==> config.mk <==
export PLATFORM = sky130hd
export DESIGN_NAME = fetch_control
export DESIGN_NICKNAME = d
export VERILOG_FILES = /design/src/rtl/fetch_pkg.sv /design/src/rtl/fetch_buf_fifo.sv /design/src/rtl/fetch_control.sv
export SDC_FILE = /design/constraint.sdc
export NUM_CORES = 1
export LEC_CHECK = 0
export ABC_AREA = 1
export CAP_MARGIN = 10
export CELL_PAD_IN_SITES_DETAIL_PLACEMENT = 1
export CELL_PAD_IN_SITES_GLOBAL_PLACEMENT = 1
export CORE_ASPECT_RATIO = 1.75
export CORE_MARGIN = 3
export CORE_UTILIZATION = 45
export CTS_CLUSTER_SIZE = 16
export DETAILED_ROUTE_END_ITERATION = 10
export PLACE_DENSITY = 0.94
export SYNTH_ARGS = -nofsm -noshare
export SYNTH_HDL_FRONTEND = slang
export SYNTH_HIERARCHICAL = 1
export SYNTH_SLANG_ARGS = --single-unit
export TNS_END_PERCENT = 20
==> constraint.sdc <==
create_clock -name clk -period 7.7 [get_ports clk]
set_input_delay 1.925 -clock clk [delete_from_list [all_inputs] [get_ports clk]]
set_output_delay 1.925 -clock clk [all_outputs]
set_load 0.05 [all_outputs]
==> src/rtl/fetch_pkg.sv <==
// Shared types and widths for the fetch controller and its instruction buffer.
package fetch_pkg;

  localparam int PC_W    = 16;
  localparam int INSTR_W = 16;

  typedef enum logic [1:0] {
    IDLE   = 2'd0,
    RUN    = 2'd1,
    HALTED = 2'd2
  } state_t;

  typedef struct packed {
    logic [PC_W-1:0]    pc;
    logic [INSTR_W-1:0] instr;
  } buf_entry_t;

endpackage

==> src/rtl/fetch_buf_fifo.sv <==
// Small circular FIFO holding fetched {pc, instr} entries; flush empties it in one edge.
module fetch_buf_fifo
  import fetch_pkg::*;
#(
  parameter int DEPTH = 2
) (
  input  logic                       clk,
  input  logic                       rst_n,
  input  logic                       push_i,
  input  buf_entry_t                 pushData_i,
  input  logic                       pop_i,
  input  logic                       flush_i,
  output buf_entry_t                 headData_o,
  output logic [$clog2(DEPTH):0]     count_o
);

  localparam int AW = $clog2(DEPTH);
  localparam int CW = AW + 1;

  buf_entry_t     mem_q [DEPTH];
  logic [AW-1:0]  wrPtr_q, rdPtr_q;
  logic [CW-1:0]  count_q;
  logic           doPush, doPop;

  // A pop on an empty buffer is ignored; a push is only refused when full and not popping.
  assign doPop  = pop_i && (count_q != '0);
  assign doPush = push_i && ((count_q != CW'(DEPTH)) || doPop);

  always_ff @(posedge clk) begin
    if (doPush && !flush_i) mem_q[wrPtr_q] <= pushData_i;
  end

  always_ff @(posedge clk or negedge rst_n) begin
    if (!rst_n) begin
      wrPtr_q <= '0;
      rdPtr_q <= '0;
      count_q <= '0;
    end else if (flush_i) begin
      wrPtr_q <= '0;
      rdPtr_q <= '0;
      count_q <= '0;
    end else begin
      if (doPush) wrPtr_q <= wrPtr_q + AW'(1);
      if (doPop)  rdPtr_q <= rdPtr_q + AW'(1);
      count_q <= count_q + CW'(doPush) - CW'(doPop);
    end
  end

  assign headData_o = mem_q[rdPtr_q];
  assign count_o    = count_q;

endmodule

==> src/rtl/fetch_control.sv <==
// Fetch-stage sequencer: owns the PC, issues fetches, buffers responses and hands them to decode.
module fetch_control
  import fetch_pkg::*;
#(
  parameter logic [PC_W-1:0] RESET_PC  = 16'h0000,
  parameter int              BUF_DEPTH = 2,
  parameter logic [PC_W-1:0] PC_STEP   = 16'd2
) (
  input  logic               clk,
  input  logic               rst_n,
  input  logic               start,
  input  logic               halt,
  output logic               fetch_en,
  output logic [PC_W-1:0]    fetch_addr,
  input  logic               fetch_ready,
  input  logic [INSTR_W-1:0] fetch_instr,
  output logic               instr_valid,
  output logic [INSTR_W-1:0] instr_data,
  output logic [PC_W-1:0]    instr_pc,
  input  logic               instr_ack,
  input  logic               redirect_valid,
  input  logic [PC_W-1:0]    redirect_addr,
  output logic               busy
);

  localparam int CW = $clog2(BUF_DEPTH) + 1;

  state_t          state_q, state_d;
  logic [PC_W-1:0] pc_q, pc_d, inflightPc_q;
  logic            inflight_q;
  buf_entry_t      head, lastHead_q, pushEntry;
  logic [CW-1:0]   count;
  logic [CW:0]     occupancy;
  logic            push, pop;

  always_ff @(posedge clk or negedge rst_n) begin
    if (!rst_n) state_q <= IDLE;
    else        state_q <= state_d;
  end

  // A redirect cycle freezes the state machine so start/halt cannot act on the same edge.
  always_comb begin
    state_d = state_q;
    if (!redirect_valid) begin
      unique case (state_q)
        IDLE:    if (start) state_d = RUN;
        RUN:     if (halt)  state_d = HALTED;
        HALTED:  if (!halt) state_d = RUN;
        default: state_d = IDLE;
      endcase
    end
  end

  // Occupancy counts the outstanding fetch so a full buffer can never be overrun.
  assign occupancy = {1'b0, count} + {{CW{1'b0}}, inflight_q};

  always_comb begin
    fetch_en = (state_q == RUN) && !redirect_valid && (occupancy < (CW+1)'(BUF_DEPTH));
    busy     = (state_q != IDLE);
  end

  always_comb begin
    pc_d = pc_q;
    if (redirect_valid) pc_d = redirect_addr & 16'hFFFE;
    else if (fetch_en)  pc_d = pc_q + PC_STEP;
  end

  always_ff @(posedge clk or negedge rst_n) begin
    if (!rst_n) begin
      pc_q         <= RESET_PC;
      inflight_q   <= 1'b0;
      inflightPc_q <= '0;
      lastHead_q   <= '0;
    end else begin
      pc_q       <= pc_d;
      inflight_q <= fetch_en;
      if (fetch_en)    inflightPc_q <= pc_q;
      if (instr_valid) lastHead_q   <= head;
    end
  end

  assign push      = fetch_ready && inflight_q && !redirect_valid;
  assign pop       = instr_ack && instr_valid && !redirect_valid;
  assign pushEntry = '{pc: inflightPc_q, instr: fetch_instr};

  fetch_buf_fifo #(
    .DEPTH(BUF_DEPTH)
  ) u_buf (
    .clk       (clk),
    .rst_n     (rst_n),
    .push_i    (push),
    .pushData_i(pushEntry),
    .pop_i     (pop),
    .flush_i   (redirect_valid),
    .headData_o(head),
    .count_o   (count)
  );

  assign fetch_addr  = pc_q;
  assign instr_valid = (count != '0);
  assign instr_data  = instr_valid ? head.instr : lastHead_q.instr;
  assign instr_pc    = instr_valid ? head.pc    : lastHead_q.pc;

endmodule

After elaboration in Yosys (flattened, before gate mapping)

Memories as Yosys holds them, arrays and structs flattened.
Cells that the tools add are included.

Register bits: 71
Bits in writable memories: 64
Bits of input ports: 39
Output and inout bits: 51
Word-level logic and storage cells: 57
Memories kept: 1

Memories:

| memory      | depth | bits a word | rd ports | clocked after memory_dff | write ports | RTL line             | RTL |
|---|---|---|---|---|---|---|---|
| u_buf.mem_q | 2     | 32          | 1        | 0                        | 1           | fetch_buf_fifo.sv:20 | `buf_entry_t mem_q [DEPTH];` |

Add/subtract/negate cells: 6
Magnitude comparators: 1
Eq/ne operators: 6
Muxes and demuxes: 15
Bitwise logic cells: 1
Reductions and logical operators: 18

Operator list:

| cell                  | number |
|---|---|
| $mux 16               | 4 |
| $add 16x2->16 const B | 1 |
| $reduce_bool 2->1     | 5 |
| $logic_and 1x1->1     | 9 |
| $mux 2                | 4 |
| $ne 2x2->1 const B    | 4 |
| $mux 1                | 6 |
| $pmux 2 s3            | 1 |
| $reduce_and 4->1      | 1 |
| $add 2x1->3           | 1 |
| $lt 3x2->1 const B    | 1 |
| $add 1x1->1 const B   | 2 |
| $add 2x1->2           | 1 |
| $eq 2x1->1 const B    | 1 |
| $eq 2x2->1 const B    | 1 |
| $logic_not 2->1       | 1 |
| $sub 2x1->2           | 1 |
| $logic_not 1->1       | 1 |
| $logic_or 1x1->1      | 1 |
| $not 1->1             | 1 |

Longest topological paths before layout

Depth after elaboration: 9
Gate-level depth with buffers: 14
Gate-level depth less buffers: 12

Cells and area by module

Netlist, hierarchy kept.

Modules (own cells, without submodules):

| module         | instances | cells each | area each (um^2) | seq. area each (um^2) |
|---|---|---|---|---|
| fetch_control  | 1         | 376        | 3080.5           | 1626.6 |
| fetch_buf_fifo | 1         | 204        | 2636.3           | 2021.9 |

Worst setup path after synthesis

No wires, ideal clock.

Kind: input to register
Start: in redirect_valid
End: mem u_buf/mem_q[1][0] (netlist name) (enable)
Library setup time: 421 ps
Arrival: 4104 ps
Required time: 7279 ps
Setup slack: 3175 ps
Stages: 9
Path buffers: 2
Cell sequence: buf_2 -> inv_1 -> buf_2 -> nand2_1 -> nor2_1 -> inv_1 -> nand3_1 -> nand2_1 -> nor2_1

Word-level cells in the longest chain between the ends: 8
Elaborated cells on any way between the ends: 9
Classes of those cells: mux (2); reduce/logical (7)

RTL lines:

| element                      | RTL line             | RTL |
|---|---|---|
| from (decl)                  | fetch_control.sv:21  | `input logic redirect_valid,` |
| $logic_not 1->1              | fetch_control.sv:83  | `assign pop = instr_ack && instr_valid && !redirect_valid;` |
| $logic_and 1x1->1            | fetch_control.sv:83  |  |
| net pop                      | fetch_control.sv:34  | `logic push, pop;` |
| $logic_and 1x1->1            | fetch_buf_fifo.sv:26 | `assign doPop = pop_i && (count_q != '0);` |
| $logic_or 1x1->1             | fetch_buf_fifo.sv:27 | `assign doPush = push_i && ((count_q != CW'(DEPTH)) \|\| doPop);` |
| $logic_and 1x1->1            | fetch_buf_fifo.sv:27 |  |
| $logic_and 1x1->1            | fetch_buf_fifo.sv:30 | `if (doPush && !flush_i) mem_q[wrPtr_q] <= pushData_i;` |
| $mux 1                       | fetch_buf_fifo.sv:30 |  |
| $mux 1 (not written as such) | fetch_buf_fifo.sv:30 |  |
| to (decl)                    | fetch_buf_fifo.sv:20 |  |

The timed path passes the listed nets, and every way through them passes these cells.

Final worst setup path

Start: in redirect_valid
End: out fetch_en

Word-level cells in the longest chain between the ends: 3

RTL lines:

| element                         | RTL line            | RTL |
|---|---|---|
| $logic_not 1->1                 | fetch_control.sv:58 | `fetch_en = (state_q == RUN) && !redirect_valid && (occupancy < (CW+1)'(BUF_DEPTH));` |
| $logic_and 1x1->1 (2 in series) | fetch_control.sv:58 |  |
| to (decl)                       | fetch_control.sv:13 | `output logic fetch_en,` |

Every way passes these cells.

==> impl_metrics.ini <==
[drt]
wl_um = 15400
drc = 0
drt_iter0_markers = 181
drt_first_pass_iters = 4
ant_nets = 0
wl_per_cell_um = 18.1
via_per_inst = 5.22
vias = 4433

[cells_and_area]
n_fill_cell = 1410
n_antenna_cell = 0
area_delta_synth_final_pct = 26.3
layout.nets = 713
final_cells = 849
drive_gt1_share_pct = 11.1

[power]
power.density_mw_per_mm2 = 402
p_leak_nw = 3.23
vdd_drop_max_mv = 0.228

[global_route]
antenna_found_initial = 0
overflow = 0
grtUsageTotal_pct = 23.0
grt_pass1_wl_um = 25000
first_global_vias = 5014
grt_max_degree = 70

[logic_synthesis]
synth_top_area_cell = edfxtp_1
synth_edf_count = 64
avgSynthCellArea_um2 = 9.86
yosysSeqAreaShare_pct = 63.8
yosysWarnings = 6
synthArstFlopShare_pct = 51.9
ys_top_cells_by_area = edfxtp_1, dfrtp_1, nand2_1
synth_top_cell_area_share_pct = 33.6
synth_flop_cell = dfrtp_1
yosysUniqueCellTypes = 28
synthCells = 580
ys_ff_latch = 133
netlist_area_mm2 = 0.00572

[floorplan]
core_mm2 = 0.0122
die_h_um = 155
dieWidth_um = 91.2
io_pins = 90
initial_utilization_pct = 46.9
die_area_mm2 = 0.0141
placementRows = 53

[timing]
timing.final.crit_share_pct = 75.8
tns_ns = 0
slew_viol_final = 0
relSlewSlack_pct = 31.3
timing.fmax_mhz = 171
skew_ns = 0.00569
fin_crit_ns = 5.84
worst_slew_pin_slew_ns = 1.03
rsz0062_at_grt = false
setup-violations-final = 0
hold_violations = 0

[worst_setup_path]
timing.rr.start = u_buf/count_o[0]$_DFF_PN0_
reg2regPathDepth = 7
cp.arrival_ns = 3.92
crit_start = redirect_valid
worst-path-max-fanout = 23
crit_type = input port to primary output
regToRegSetupSlack_ns = 5.11
worstSetupEndpointType = primary output
startpoint_type = input port
crit_required_ns = 5.78
r2r_end = u_buf/mem_q[1][3]$_DFFE_PP_

[clock_network]
cts_max_level = 4
clock_sinks = 133
cts_setup_buffers = 0
cts_tree = done
postCtsHoldBufs = 0
clock_latency_ns = 0.42
numCtsBuffers = 17
cts_resized = 0
clk_path_buf_depth = 2
root_buffer = clkbuf_16
clk_pin_slew_ns = 0.06

[place]
place_hpwl_um = 9780
place_congestion = 0.839
dp.cells = 817
port_buffers = 87

[min_path]
min_to = u_buf/mem_q[0][18]$_DFFE_PP_
hp-class = register to register
hold_start = inflightPc_q[2]$_DFFE_PN0P_
hold_depth = 0

[outcome]
status = completed

[job]
maxCapViolations = 0
[report_power, final]
| part | internal [W] | switching (W) | leakage, nW |
|---|---|---|---|
| Sequential | 0.000922 | 0.000107 | 1.44 |
| Clock | 0.000501 | 0.000296 | 0.283 |
| Combinational | 0.000328 | 0.000751 | 1.51 |
[routing by layer]
metal  vias up  global-route usage, %  wire length (µm)
met1      2248                   22.5              5650
met3        30                   5.08               474
met2       111                   45.2              8860
met5         -                      0                 0
li1       2044                      -                 -
met4         0                   9.86               422
[registers in the layout, indices dropped and copies added (netlist names)]
| register | flops |
|---|---|
| u_buf/count_o | 2 |
| inflightPc_q | 15 |
| inflight_q | 1 |
| state_q | 2 |
| lastHead_q | 32 |
| fetch_addr | 15 |
| u_buf/mem_q | 64 |
| u_buf/rdPtr_q | 1 |
| u_buf/wrPtr_q | 1 |
[worst max-delay path, stage by stage]
cell and delay (ns):
clkdlybuf4s50_1 0.39, buf_4 0.22, nor2_1 0.15, nand3_2 0.10, inv_2 0.25, clkdlybuf4s50_1 0.87
[cell usage after synthesis, types with 2 or more instances]
| cell | instances |
|---|---|
| nand2_1 | 263 |
| dfrtp_1 | 69 |
| edfxtp_1 | 64 |
| nand3_1 | 38 |
| inv_1 | 37 |
| nand2_2 | 15 |
| o21ai_2 | 15 |
| nor2_1 | 14 |
| o21ai_0 | 11 |
| nand4_1 | 8 |
| buf_2 | 7 |
| buf_6 | 6 |
| nor2_2 | 6 |
| buf_4 | 4 |
| o211ai_1 | 4 |
| ha_1 | 3 |
| inv_2 | 3 |
| buf_12 | 2 |
| clkbuf_1 | 2 |
[worst max path at each step]
| stage | endpoint | slack, ns | cells after the start |
|---|---|---|---|
| final | fetch_en | 1.86 | 6 |
| after global routing | fetch_en | 1.77 | 6 |
| after CTS | fetch_en | 1.86 | 6 |
| after detailed placement | fetch_en | 1.81 | 6 |
| after global placement | fetch_en | 1.89 | 6 |
| after floorplan | u_buf/mem_q[1][0]$_DFFE_PP_ | 3.17 | 9 |
[layout by cell type, fill, tap and decap left out]
cell type and instances:
or2_2 1, nor3_1 1, nand2_1 263, o211ai_1 4, edfxtp_1 64, a21oi_1 1, nand3_2 1, inv_1 37
clkdlybuf4s50_1 86, nand4_1 8, conb_1 3, clkinv_2 6, nor2_4 1, nand3b_1 1, clkbuf_16 17, bufinv_16 3
inv_8 1, nor2_1 13, dfrtp_1 69, clkinv_1 3, nor2_2 6, o21ai_2 15, nand2_2 15, o21ai_0 11
o2111ai_1 1, inv_2 3, buf_4 6, nand3_1 38, clkbuf_1 2, ha_1 3, clkinvlp_4 1
[logic make-up (layout without fill, tap and decap cells)]
logic type / Yosys count / after routing / share of synthesized area (%)
AOI/OAI and AO/OA: 32 / 32 / 4.03
adders and majority gates: 3 / 3 / 0.657
buffers and inverters: 63 / 165 / 6.24
DFF: 133 / 133 / 63.8
other: 1 / 3 / 0.0656
and+or+nand+nor: 348 / 348 / 25.2
[cell type report]
cell class | count | area [µm²] | share of cell area, %
sequential | 133 | 3650 | 50.5
multi-input combinational | 386 | 1730 | 23.9
timing repair buffer | 92 | 906 | 12.5
clock buffer | 19 | 433 | 6.00
tap | 165 | 206 | 2.86
inverter | 41 | 161 | 2.24
clock inverter | 13 | 139 | 1.92
[through the flow]
step                power (W)  setup WS, ns  instance area [µm²]  util (%)  hold slack, ns
detailed placement    0.00211          1.81                 6650      54.5           0.460
finish                0.00291          1.86                 7220      59.2           0.477
global placement      0.00206          1.89                 6650      54.5           0.450
floorplan             0.00175          3.17                 5720         -           0.442
CTS                   0.00293          1.86                 7220      59.2           0.478
global route          0.00304          1.77                 7220      59.2           0.499
No activity file was read; power rests on OpenSTA's default activity.
